--- config.mk ---
export PLATFORM = sky130hd
export DESIGN_NAME = wb_stage
export DESIGN_NICKNAME = d
export VERILOG_FILES = /design/src/rtl/wb_stage.sv
export SDC_FILE = /design/constraint.sdc
export NUM_CORES = 1
export LEC_CHECK = 0
export ABC_AREA = 1
export BUFFER_PORTS_ARGS = -buffer_cell sky130_fd_sc_hd__buf_2
export CAP_MARGIN = 20
export CORE_MARGIN = 8
export CORE_UTILIZATION = 30
export DETAILED_ROUTE_END_ITERATION = 16
export SYNTH_ARGS = -nofsm -noshare
export SYNTH_HDL_FRONTEND = slang
export SYNTH_SLANG_ARGS = --single-unit
export TNS_END_PERCENT = 30
--- constraint.sdc ---
create_clock -name clk -period 1.1 [get_ports clk]
set_input_delay 0.22 -clock clk [delete_from_list [all_inputs] [get_ports clk]]
set_output_delay 0.22 -clock clk [all_outputs]
set_load 0.005 [all_outputs]
--- src/rtl/wb_stage.sv ---
// MEM/WB pipeline register and writeback path for the 5-stage MIPS pipeline.
// Drives the register-file write port, same-cycle ID bypass hits and a retired-instruction counter.
module wb_stage #(
  parameter int unsigned DATA_W            = 32,
  parameter int unsigned ADDR_W            = 5,
  parameter int unsigned CNT_W             = 16,
  parameter bit          ZERO_REG_WRITABLE = 1'b1
) (
  input  logic              clk,
  input  logic              rst,
  input  logic              stall,
  input  logic              flush,
  input  logic              in_valid,
  input  logic              in_reg_write,
  input  logic              in_reg_dst,
  input  logic              in_mem_to_reg,
  input  logic [ADDR_W-1:0] in_rt,
  input  logic [ADDR_W-1:0] in_rd,
  input  logic [DATA_W-1:0] in_alu_result,
  input  logic [DATA_W-1:0] in_mem_data,
  input  logic [ADDR_W-1:0] id_rs,
  input  logic [ADDR_W-1:0] id_rt,
  output logic              wb_reg_write,
  output logic [ADDR_W-1:0] wb_write_reg,
  output logic [DATA_W-1:0] wb_write_data,
  output logic              fwd_rs_hit,
  output logic              fwd_rt_hit,
  output logic [DATA_W-1:0] fwd_data,
  output logic [CNT_W-1:0]  retired_count
);

  logic              v_q;
  logic              rw_q;
  logic [ADDR_W-1:0] dest_q;
  logic [DATA_W-1:0] data_q;
  logic [CNT_W-1:0]  cnt_q;
  logic              zero_blocked;

  always_ff @(posedge clk) begin
    if (rst) begin
      v_q    <= 1'b0;
      rw_q   <= 1'b0;
      dest_q <= '0;
      data_q <= '0;
      cnt_q  <= '0;
    end else begin
      // The instruction already in WB retires even when a flush squashes the incoming one.
      if (v_q && !stall) begin
        cnt_q <= cnt_q + CNT_W'(1);
      end
      if (flush) begin
        v_q <= 1'b0;
      end else if (!stall) begin
        v_q    <= in_valid;
        rw_q   <= in_reg_write;
        dest_q <= in_reg_dst ? in_rd : in_rt;
        data_q <= in_mem_to_reg ? in_mem_data : in_alu_result;
      end
    end
  end

  always_comb begin
    zero_blocked  = (ZERO_REG_WRITABLE == 1'b0) && (dest_q == '0);
    wb_reg_write  = v_q && rw_q && !zero_blocked;
    wb_write_reg  = dest_q;
    wb_write_data = data_q;
    fwd_data      = data_q;
    fwd_rs_hit    = wb_reg_write && (id_rs == dest_q);
    fwd_rt_hit    = wb_reg_write && (id_rt == dest_q);
    retired_count = cnt_q;
  end

endmodule
Yosys cells after proc, flatten, opt, wreduce, memory -nomap -nowiden. Index checks and enable logic that the tools add are counted.

Input port bits: 92. Register bits: 55. Output and inout bits: 88.

Reductions and logical operators: 7. Equal/unequal tests: 2. Bitwise gates (word level): 2. Multiplexer cells: 2. Add/sub/neg operators: 1.

Operators with widths (count): 2-to-1 mux 32 bit (1); adder 16 x 1 -> 16 bit, second input constant (1); equality test 5 bit (2); 2-to-1 mux 5 bit (1); logical AND 1 bit (4); inverter 1 bit (2); AND reduction 2 bit (1); OR reduction 2 bit (1); logical NOT 1 bit (1).

Depth between registers and ports, before layout.
Word-level depth: 2. Mapped depth: 9. Depth with buffers taken out: 9.

Least setup slack after synthesis. OpenSTA, ideal clock, no wires.

Path type: register -> register. Start: register cnt_q[1], in the netlist retired_count[1]. End: register cnt_q[12], in the netlist retired_count[12]. Data arrival time: 1.123 ns. Library setup time: 0.113 ns. Path buffers: 0. Clock period less this slack: 1.236 ns. Stages on the path, launching flop included: 7. Path slack: -0.136 ns. Cell sequence: dfxtp_1 -> ha_1 -> nand3_1 -> nor3_4 -> nand3_1 -> nor2_1 -> nor2_1.

Word-level cells in the longest chain between the ends: 1.

RTL lines: start: declaration (RTL line 36) `logic [CNT_W-1:0] cnt_q;`; start signal: assignment (RTL line 49) `cnt_q <= cnt_q + CNT_W'(1);`; adder 16 x 1 -> 16 bit (RTL line 49).

No other way between the ends. A chain may end at the register's enable or synchronous reset.

Worst setup path in the final report.
Start: register dest_q[0], in the netlist wb_write_reg[0]. End: output port fwd_rs_hit.

Word-level cells in the longest chain between the ends: 2.

RTL lines: start: declaration (RTL line 34) `logic [ADDR_W-1:0] dest_q;`; start signal: assignment (RTL line 56) `dest_q <= in_reg_dst ? in_rd : in_rt;`; equality test 5 bit (RTL line 68) `fwd_rs_hit = wb_reg_write && (id_rs == dest_q);`; logical AND 1 bit (RTL line 68); end: declaration (RTL line 26) `output logic fwd_rs_hit,`.

No other way between the ends.

==> impl_metrics.yaml <==
outcome:
  status: "finished with violations"
  violations: "negative setup slack"
synthesis:
  yosysSeqAreaShare: 0.3925
  synth_area_per_cell_um2: 7.031
  synth_mux_area_frac: 0
  netlist_area_um2: 2805
  synth.ff_latch_count: 55
  synth_top_family_by_area: "compound AO/OA/AOI/OAI gates"
  yosysMostFrequentCell: "a21oi_1"
  synthArstFlopShare: 0
  synth_top_area_share: 0.3925
  synth_top_area_cell: "dfxtp_1"
  synthSimpleGateAreaFrac: 0.1833
  ys_top_cells_by_area: "dfxtp_1 (39%), a21oi_1 (15%), buf_4 (9.4%)"
  ys_types: 27
  synth-edff-count: 0
  synthTopCellsByCount: "a21oi_1 (83), nand2_1 (70), dfxtp_1 (55)"
  syn_nets: 492
  ys.flop_type: "dfxtp_1"
  synth-compound-area-share: 0.2489
  synth_xor_area_frac: 0.009367
  yosys_warnings: 0
  synthAdderAreaFrac: 0.004460
  syn-instance-count: 399
clock_network:
  cts_max_level: 2
  insertion_delay_ns: 0.31
  root_buffer: "clkbuf_8"
  clk_pin_slew_ns: 0.11
  clock-sinks: 55
  clockBufferDepth: 2
  cts_buffers: 5
  cts_tree: "done"
job:
  drv_cap: 0
place:
  gp_congestion: 0.7928
  dp_hpwl_um: 7469
  place_inst: 665
  port_buffers: 179
worst_setup_path:
  path_class: "reg2out"
  critPathSlowestCell: "dfxtp_2"
  crit_chain: "or2_2, nand4_1, nor2_1, buf_2"
  crit_path_start_kind: "register"
  critPathMaxStageDelay_ns: 0.35
  critPathTopFamily: "simple AND/OR/NAND/NOR gates"
  crit_arrival_ns: 1.18
  cp-end-kind: "primary output"
  critPathBufInv: 1
  cp.required_ns: 0.88
  cp_max_fo: 4
grt:
  grt_max_degree: 45
  overflow: 0
  antenna_found_initial: 0
  grt_pass1_vias: 3358
  track_usage: 0.1448
  grt_pass1_wl_um: 15510
cells_and_area:
  n_fill_cell: 941
  diodes: 0
  regArea_um2: 1136
  largest_register_ffs: 32
  final_cells: 676
  finalNetCount: 657
  drive_gt1_frac: 0.4531
  multi_input_area_um2: 1336
  synthToLayoutAreaGrowth_pct: 45.05
  fin_util: 0.4446
timing:
  fmax_mhz: 712.9
  skew_ns: 0.01288
  slew_viol_final: 0
  whs_ns: 0.1054
  grt_setup_unrepaired: "yes"
  hold_violations: 0
  worst_pin_slew_ns: 0.2219
  period_minus_slack_ns: 1.403
  fin_ws_ns: -0.3026
  slew_headroom: 0.8516
  setup_viol: 19
  period_share: 1.275
power:
  total_power_mw: 4.082
  peakVddDrop_v: 0.0004535
  power_density_nw_per_um2: 1003
  static-leakage-power_nw: 2.067
route:
  vias: 3161
  drc: 0
  wl_um: 9789
  ant_nets: 0
  viasPerCell: 4.676
  drtIter0Drc: 176
  wire_per_inst_um: 14.48
  firstDrtPassIters: 4
floorplan:
  row_count: 35
  fp.dieW_um: 112.7
  die_h_um: 112.7
  die_area_um2: 12700
  start_util: 0.3065
  coreArea_um2: 9153
  pin_count: 180
min_path:
  hold_class: "in2reg"
## kinds of logic (layout without fill, tap and decap cells)
group,after synthesis,after routing
AOI/OAI and AO/OA,137,137
and+or+nand+nor,120,120
buffers and inverters,83,249
DFF,55,55
xor gates and xnor gates,3,3
adders and majority gates,1,1
## report_power, final
part	internal [mW]	switching (mW)	leakage (nW)
logic	0.399	0.389	1.57
clock network	0.448	0.686	0.0412
registers	2.08	0.0757	0.460
total	2.93	1.15	2.07
## cells in the final DEF (no fill, tap or decap)
cell and instances:
inv_1 27, clkinv_2 1, nor3_1 1, ha_4 1, a21oi_2 1, nand4_1 3, o21bai_1 1, buf_12 3
inv_2 4, dfxtp_4 5, clkbuf_8 5, buf_4 19, nand2_1 69, nand3_1 3, nor4_1 1, dfxtp_2 13
a21oi_1 82, xnor2_1 3, nand3_4 3, clkinvlp_4 1, nor3_4 1, nand2_8 1, clkbuf_1 1, nand2_2 2
nor2_2 2, or2_2 1, o21ai_0 38, dfxtp_1 37, buf_6 18, o211ai_1 1, nand3_2 2, nor2_1 28
nor2_4 3, o2111ai_1 2, o21ai_1 12, buf_2 170
## metal layers
layer	part of all wire	vias up	GRT usage	wire length, µm
li1	-	1617	-	-
met1	0.42	1433	0.1574	4096
met2	0.50	103	0.2618	4875
met3	0.073	8	0.04846	716
met4	0.010	0	0.03957	100
met5	0	-	0	0
## timing repair
item	in CTS	in global routing
hold buffers	0	0
buffers inserted	2	3
resized for setup	47	17
setup endpoints to repair	30	31
pin swaps	15	8
## area by class of cell
type / count / share of cell area
clock buffers: 6 / 0.01784
clock inverters: 2 / 0.003075
inverters: 31 / 0.02860
multi-input cells: 261 / 0.3284
flip-flops and latches: 55 / 0.2792
well taps: 111 / 0.03413
repair buffers: 210 / 0.3087
## worst paths after layout
kind,end,depth (start not counted),from,slack (ns)
worst max-delay path,fwd_rs_hit,4,wb_write_reg[0],-0.30
worst min-delay path,v_q,2,flush,0.11
worst max register to register,retired_count[14],6,retired_count[1],-0.08
worst min register to register,retired_count[7],2,retired_count[7],0.51
## per-stage QoR
step / instance area, µm² / worst slack (ns) / setup TNS [ns]
2_1_floorplan: 2835 / -0.07025 / -0.3228
3_3_place_gp: 3781 / -0.1027 / -0.7951
3_5_place_dp: 3781 / -0.1501 / -1.362
4_1_cts: 4000 / -0.3325 / -1.753
5_1_grt: 4069 / -0.4217 / -3.014
6_report: 4069 / -0.3026 / -1.486
Power figures use the tool's default switching activity.
